## config.mk

```make
export PLATFORM = sky130hd
export DESIGN_NAME = vdp_cpu_bridge
export DESIGN_NICKNAME = d
export VERILOG_FILES = /design/src/rtl/vdp_cpu_bridge.sv
export SDC_FILE = /design/constraint.sdc
export NUM_CORES = 1
export LEC_CHECK = 0
export ABC_AREA = 1
export CAP_MARGIN = 40
export CORE_MARGIN = 1
export CORE_UTILIZATION = 52
export DETAILED_ROUTE_END_ITERATION = 7
export PLACE_DENSITY = 0.95
export SYNTH_ARGS = -nofsm -noshare
export SYNTH_HDL_FRONTEND = slang
export SYNTH_SLANG_ARGS = --single-unit
```

## constraint.sdc

```tcl
create_clock -name clk -period 2.15 [get_ports clk]
set_clock_uncertainty 0.1 [all_clocks]
set_input_delay 0.3225 -clock clk [delete_from_list [all_inputs] [get_ports clk]]
set_output_delay 0.3225 -clock clk [all_outputs]
set_load 0.01 [all_outputs]
```

## src/rtl/vdp_cpu_bridge.sv

```systemverilog
// rtl/vdp_cpu_bridge.sv - V9958 host-bus front end: strobe sync/glitch filter, one REQ/WRT per CPU access
// Optional feature macro: CPU_BRIDGE_RDLATCH_EN (freeze cd_o at the read ISSUE cycle).
module vdp_cpu_bridge #(
  parameter int SYNC_STAGES = 2,
  parameter int FILTER_LEN  = 2
) (
  input  logic        clk,
  input  logic        reset,
  input  logic        csr_n_i,
  input  logic        csw_n_i,
  input  logic [1:0]  mode_i,
  input  logic [0:7]  cd_i,
  input  logic [7:0]  vdp_dbi,
  output logic        cpu_req,
  output logic        cpu_wrt,
  output logic [15:0] cpu_adr,
  output logic [7:0]  cpu_dbo,
  output logic [7:0]  cd_o,
  output logic        cd_oe,
  output logic        err_both
);

  typedef enum logic [1:0] {
    IDLE,
    ISSUE,
    HOLD
  } state_t;

  localparam logic [3:0] ARM_INIT = 4'(SYNC_STAGES + FILTER_LEN + 1);

  function automatic logic [7:0] rev8(input logic [7:0] v);
    logic [7:0] r;
    for (int i = 0; i < 8; i++) r[i] = v[7-i];
    return r;
  endfunction

  logic [SYNC_STAGES-1:0] rd_sync;
  logic [SYNC_STAGES-1:0] wr_sync;
  logic [1:0]             mode_sync [SYNC_STAGES];
  logic [7:0]             cd_sync   [SYNC_STAGES];

  logic [1:0] strb_s;
  logic [1:0] f_n;
  logic [1:0] flt_cnt [2];

  state_t     state;
  state_t     state_nx;
  logic [1:0] pair;
  logic       take_pair;
  logic       take_data;
  logic       err_done;
  logic [3:0] arm_cnt;

  always_ff @(posedge clk) begin
    if (reset) begin
      rd_sync <= '1;
      wr_sync <= '1;
      for (int i = 0; i < SYNC_STAGES; i++) begin
        mode_sync[i] <= '0;
        cd_sync[i]   <= '0;
      end
    end else begin
      rd_sync      <= {rd_sync[SYNC_STAGES-2:0], csr_n_i};
      wr_sync      <= {wr_sync[SYNC_STAGES-2:0], csw_n_i};
      mode_sync[0] <= mode_i;
      cd_sync[0]   <= cd_i;
      for (int i = 1; i < SYNC_STAGES; i++) begin
        mode_sync[i] <= mode_sync[i-1];
        cd_sync[i]   <= cd_sync[i-1];
      end
    end
  end

  // Bit 1 is the read strobe, bit 0 the write strobe throughout.
  assign strb_s = {rd_sync[SYNC_STAGES-1], wr_sync[SYNC_STAGES-1]};

  // The counter tracks consecutive samples disagreeing with the filtered level;
  // the current sample plus FILTER_LEN-1 earlier ones must all disagree to flip.
  always_ff @(posedge clk) begin
    if (reset) begin
      f_n        <= 2'b11;
      flt_cnt[0] <= '0;
      flt_cnt[1] <= '0;
    end else begin
      for (int i = 0; i < 2; i++) begin
        if (strb_s[i] == f_n[i]) begin
          flt_cnt[i] <= '0;
        end else if (flt_cnt[i] == 2'(FILTER_LEN - 1)) begin
          f_n[i]     <= strb_s[i];
          flt_cnt[i] <= '0;
        end else begin
          flt_cnt[i] <= flt_cnt[i] + 2'd1;
        end
      end
    end
  end

  always_ff @(posedge clk) begin
    if (reset) begin
      state    <= IDLE;
      pair     <= 2'b11;
      cpu_adr  <= '0;
      cpu_dbo  <= '0;
      err_done <= 1'b0;
      arm_cnt  <= ARM_INIT;
    end else begin
      state <= state_nx;
      if (take_pair) pair <= f_n;
      if (take_data) begin
        cpu_adr <= {14'b0, mode_sync[SYNC_STAGES-1]};
        cpu_dbo <= rev8(cd_sync[SYNC_STAGES-1]);
      end
      if (f_n != 2'b00)  err_done <= 1'b0;
      else if (err_both) err_done <= 1'b1;
      if (arm_cnt != 4'd0) arm_cnt <= arm_cnt - 4'd1;
    end
  end

  // While arm_cnt runs, a strobe already low at reset release reaches the
  // filter output; it is parked in HOLD instead of being issued.
  always_comb begin
    state_nx  = state;
    take_pair = 1'b0;
    take_data = 1'b0;
    cpu_req   = 1'b0;
    cpu_wrt   = 1'b0;
    err_both  = 1'b0;
    case (state)
      IDLE: begin
        if (f_n != 2'b11) begin
          if (arm_cnt != 4'd0) begin
            take_pair = 1'b1;
            state_nx  = HOLD;
          end else if (f_n == 2'b00) begin
            err_both = ~err_done;
          end else begin
            take_pair = 1'b1;
            take_data = 1'b1;
            state_nx  = ISSUE;
          end
        end
      end
      ISSUE: begin
        cpu_req  = 1'b1;
        cpu_wrt  = ~pair[0];
        state_nx = HOLD;
      end
      HOLD: begin
        if (f_n != pair) state_nx = IDLE;
      end
      default: state_nx = IDLE;
    endcase
  end

  always_ff @(posedge clk) begin
    if (reset) begin
      cd_o <= '0;
`ifdef CPU_BRIDGE_RDLATCH_EN
    end else if (state == ISSUE && pair == 2'b01) begin
      cd_o <= rev8(vdp_dbi);
    end
`else
    end else begin
      cd_o <= rev8(vdp_dbi);
    end
`endif
  end

  assign cd_oe = ~csr_n_i & csw_n_i;

endmodule

```

* After elaboration in Yosys (flattened, before gate mapping)
Memories as Yosys holds them, arrays and structs flattened. A register that Yosys moved wholly into a read port is not among the register bits.
Index checks and enable logic that the tools add are counted.
** Storage, ports and cells
- Register bits after elaboration :: 23
- RAM bits :: 24
- Bits of input ports :: 22
- Output and inout port bits :: 36
- Logic and storage cells :: 103
- Memories kept :: 3
** Memories
- cd_sync :: depth 2, width 8, rd ports 2, clocked after memory_dff 1, write ports 2, line 40 : logic [7:0] cd_sync [SYNC_STAGES];
- flt_cnt :: depth 2, width 2, rd ports 2, clocked after memory_dff 0, write ports 2, line 44 : logic [1:0] flt_cnt [2];
- mode_sync :: depth 2, width 2, rd ports 2, clocked after memory_dff 1, write ports 2, line 39 : logic [1:0] mode_sync [SYNC_STAGES];
** Operators by class
- $add $sub $neg :: 3
- Eq/ne operators :: 11
- Mux-type cells :: 53
- Bitwise logic cells :: 16
- Reductions and logical operators :: 8
** Operator list (count)
- 1-bit 2-to-1 mux :: 38
- 2-bit 2-to-1 mux :: 12
- 8-bit 2-to-1 mux :: 2
- 1-bit OR :: 10
- 2-bit by 1-bit equality test with 1-bit output, second input constant :: 3
- 2-bit inequality test, second input constant :: 3
- 2-bit one-hot mux with 3 select lines :: 1
- 1-bit inverter :: 5
- 2-bit by 1-bit adder with 2-bit output, second input constant :: 2
- 2-bit zero test :: 2
- 2-bit AND reduction :: 2
- 4-bit nonzero test :: 1
- 4-bit by 1-bit subtractor with 4-bit output, second input constant :: 1
- 3-bit inequality test, second input constant :: 1
- 3-bit AND reduction :: 1
- 1-bit equality test :: 2
- 2-bit equality test, second input constant :: 1
- 2-bit inequality test :: 1
- 2-bit nonzero test :: 1
- 2-bit OR reduction :: 1
- 1-bit bitwise AND :: 1

* Longest topological paths before layout
An unclocked memory read counts as a cell.
- Depth after elaboration :: 8
- Mapped depth :: 8
- Depth with buffers taken out :: 8

* Worst setup path before layout
OpenSTA, ideal clock, no wires.
- Path kind :: register to output
- From :: register arm_cnt[0]
- To :: output port err_both
- Arrival :: 1.086 ns
- Slack :: 0.642 ns
- Cell stages (with the launch flop) :: 5
- Path buffers :: 0
- Path through :: dfxtp_1 > inv_1 > ha_1 > nand3_4 > nor3_1
** On the way
- Word-level cells in the longest chain between the ends :: 4
** Ends and longest elaborated chain
- from (decl) :: line 52 : logic [3:0] arm_cnt;
- from (signal assigned) :: line 115 : if (arm_cnt != 4'd0) arm_cnt <= arm_cnt - 4'd1;
- 4-bit nonzero test :: line 131 : if (arm_cnt != 4'd0) begin
- 1-bit 2-to-1 mux :: line 131
- 1-bit 2-to-1 mux :: line 130 : if (f_n != 2'b11) begin
- 1-bit 2-to-1 mux :: line 128 : case (state)
- to (decl) :: line 20 : output logic err_both
No other way between the ends.

* Worst setup path after layout
- From :: register state[1]
- To :: output port cpu_wrt
** On the way
- Word-level cells in the longest chain between the ends :: 2
** Ends and longest elaborated chain
- from (decl) :: line 46 : state_t state;
- from (signal assigned) :: line 107 : state <= state_nx;
- 2-bit by 1-bit equality test with 1-bit output :: line 128
- 1-bit 2-to-1 mux :: line 128
- to (decl) :: line 15 : output logic cpu_wrt,
No other way between the ends.

==> run summary <==
Antenna Violating Nets Remaining -> 0
Post-DP HPWL -> 2949 µm
DIE AREA -> 0.004720 mm²
Post-CTS Hold Buffers -> 0
Mapped Cells -> 281
Register bit total from synthesis -> 57
DRT Pass-1 Iters -> 6
DRC violations left -> 0
Hold Vio Cnt, Final -> 0
Kind of critical path -> reg2out
Final Cell Area -> 0.002947 mm²
Reg2reg path depth -> 7
Cell Chain, Critical Path -> inv_1, nand2_1, nor2_1, clkdlybuf4s50_1
Final setup TNS -> 0 ps
Final period utilization -> 91.61%
Critical path launch point type -> flop
Status -> finished, final reports clean
Post-CTS Setup Bufs -> 0
Post-route minimum period -> 1970 ps
Worst path max stage delay -> 530 ps
Num rows -> 23
Die H -> 68.70 µm
Crit-path leading delay family -> buffers and inverters
Seq/Total Area, Yosys -> 51.05%
Routed wire length -> 4165 µm
Gr ovfl total -> 0
Num ports -> 58
Pwr dens -> 817.0 mW/mm²
Min-delay src -> mode_sync[0][1]$_SDFF_PP0_
Starting Density -> 55.83%
Hold Path Depth -> 2
Maximum vdd drop -> 0.5381 mV
First-pass GRT wire length -> 7093 µm
TritonCTS clock tree -> yes
Via/cell ratio -> 4.485
CTS Buffer Depth -> 2
Via count -> 1740
Share of post-route cells with drive strength above 1 -> 12.13%
Sink Count -> 57
Static Leakage -> 1.391 nW
Mapped cell area -> 0.002313 mm²
Max_cap viols -> 0
Vias in the first global route -> 1691
Nets -> 359
Worst r2r src -> arm_cnt[1]$_SDFFE_PP0P_
Initial antenna violation count -> 0
Gr usage total -> 21.56%
Iter 0 DRT Violations -> 89
Crit path DAT -> 1550 ps
Slew Viols, Final -> 0
Crit path capture type -> output port
Crit path max fanout -> 4
Area Overhead vs Synth -> 27.37%
Placed Area -> 0.002733 mm²
Die Width -> 68.70 µm
N_diodes -> 0
Clock latency on the worst-skew pair -> 320 ps
Drt wl/cell -> 10.73 µm
Achievable Freq -> 507.7 MHz
Core area -> 0.004144 mm²
Worst setup path startpoint -> state[1]$_SDFFE_PP0P_
Clock Pin Slew Worst Setup and Hold Paths -> 60 ps
Count of buffers from port buffering -> 43
Hold/Removal Path Class -> reg2reg
Setup-failing EPs final -> 0
GPL Wtd Cong -> 0.8795
Critical Path Stages -> 4
CP Data Required Time -> 1730 ps
Yosys warning total -> 0
RSZ-0062 raised after global routing -> no
Syn avg cell area -> 8.233 µm²
Critical-path top delay cell -> clkdlybuf4s50_1
Cts bufs inserted -> 9
Root buf cell -> clkbuf_8
Htree depth -> 3
Largest net degree at the start of global routing -> 18
Distinct cell type count after synthesis -> 28
CP Buf/Inv Count -> 2
Fin util -> 71.11%
## placed cells by master, fill, tap and decap left out, drive strengths merged
master	count
nand3	17
o21a	1
or2	3
o21ai	3
nand4	3
clkbuf	15
nand2	34
dlygate4sd2	1
conb	18
xor2	1
dfxtp	53
clkinv	2
o211ai	2
a21oi	6
ha	4
clkdlybuf4s50	42
inv	57
buf	4
nor2	66
nor3	2
edfxtp	4
## routing by layer
layer / vias up / GRT usage (%) / routed length, µm
met3: 16 / 6.579 / 203
met4: 0 / 14.54 / 132
li1: 902 / - / -
met2: 53 / 39.22 / 2167
met5: - / 0 / 0
met1: 769 / 20.72 / 1663
## power breakdown
| group | switching (mW) | internal (mW) | total (mW) |
|---|---|---|---|
| sequential | 0.0352 | 1.13 | 1.16 |
| combinational | 0.158 | 0.126 | 0.284 |
| clock | 0.381 | 0.582 | 0.963 |
## state kept, by name (all words and copies together), names as in the netlist
signal,flops
rd_sync,2
arm_cnt,4
f_n,2
wr_sync,2
cpu_adr,2
flt_cnt,4
state,2
cpu_dbo,8
pair,2
err_done,1
mode_sync,4
cd_o,8
cd_sync,16
## cells in the mapped netlist
master | number | share of area, %
xor2_1 | 1 | 0.38
nand3_2 | 1 | 0.43
edfxtp_1 | 4 | 5.2
dfxtp_1 | 53 | 46
nor2_2 | 5 | 1.4
nor3_1 | 2 | 0.43
nand3_4 | 1 | 0.76
nand3_1 | 15 | 3.2
buf_2 | 5 | 1.1
nand2_1 | 31 | 5.0
nand2_4 | 3 | 1.5
nor2_1 | 55 | 8.9
o21ai_0 | 3 | 0.65
ha_1 | 4 | 2.2
inv_1 | 55 | 8.9
conb_1 | 2 | 0.32
inv_4 | 1 | 0.27
inv_2 | 1 | 0.16
nand4_1 | 3 | 0.81
a21oi_1 | 6 | 1.3
or2_2 | 3 | 0.81
nor2_8 | 1 | 0.87
buf_4 | 14 | 4.5
buf_6 | 3 | 1.5
o211ai_1 | 2 | 0.65
clkinv_1 | 1 | 0.16
nor2_4 | 5 | 2.4
o21a_1 | 1 | 0.32
## what timing repair did
| item | CTS | global route |
|---|---|---|
| endpoints found under the setup margin | 1 | 0 |
| hold endpoints to repair | 0 | 0 |
| gates resized for setup | 4 | 0 |
## tightest hold or removal path: stages, from the launching register on
cell and delay (ps):
dfxtp_1 290, inv_1 40, nor2_1 30
## cell families (layout without fill, tap and decap cells)
kind of cell / Yosys count / count (layout) / share of synthesized area, %
other: 2 / 18 / 0.3246
adder cells (fa/ha/maj): 4 / 4 / 2.163
XOR/XNOR: 1 / 1 / 0.3787
AND/OR/NAND/NOR: 125 / 125 / 26.55
AO/OA/AOI/OAI: 12 / 12 / 2.920
buffers and inverters: 80 / 121 / 16.60
flip-flops: 57 / 57 / 51.05
## worst paths after layout
kind              slack (ps)                          to
setup / recovery         180                     cpu_wrt
hold / removal           300  mode_sync[1][1]$_SDFF_PP0_
setup reg to reg         700     cpu_adr[0]$_SDFFE_PP0P_
hold reg to reg          300  mode_sync[1][1]$_SDFF_PP0_
## per-stage QoR
step                worst slack (ps)  hold WS [ps]  power, mW  cells
global placement               202.5         291.2      1.437    372
floorplan                      641.5         288.3      1.375    297
CTS                            169.5         300.1      2.426    388
finish                         180.4         299.3      2.407    388
global route                   65.00         312.8      2.519    388
detailed placement             168.7         291.6      1.455    372
## area by class of cell
type | count | area, µm²
clock inverters | 1 | 5.005
repair buffers | 47 | 459.2
inverters | 58 | 220.2
clock buffers | 15 | 197.7
multi-input cells | 160 | 820.8
flip-flops and latches | 57 | 1181
well taps | 50 | 62.56
fillers | 316 | 1197
No activity file was read; power rests on OpenSTA's default activity.
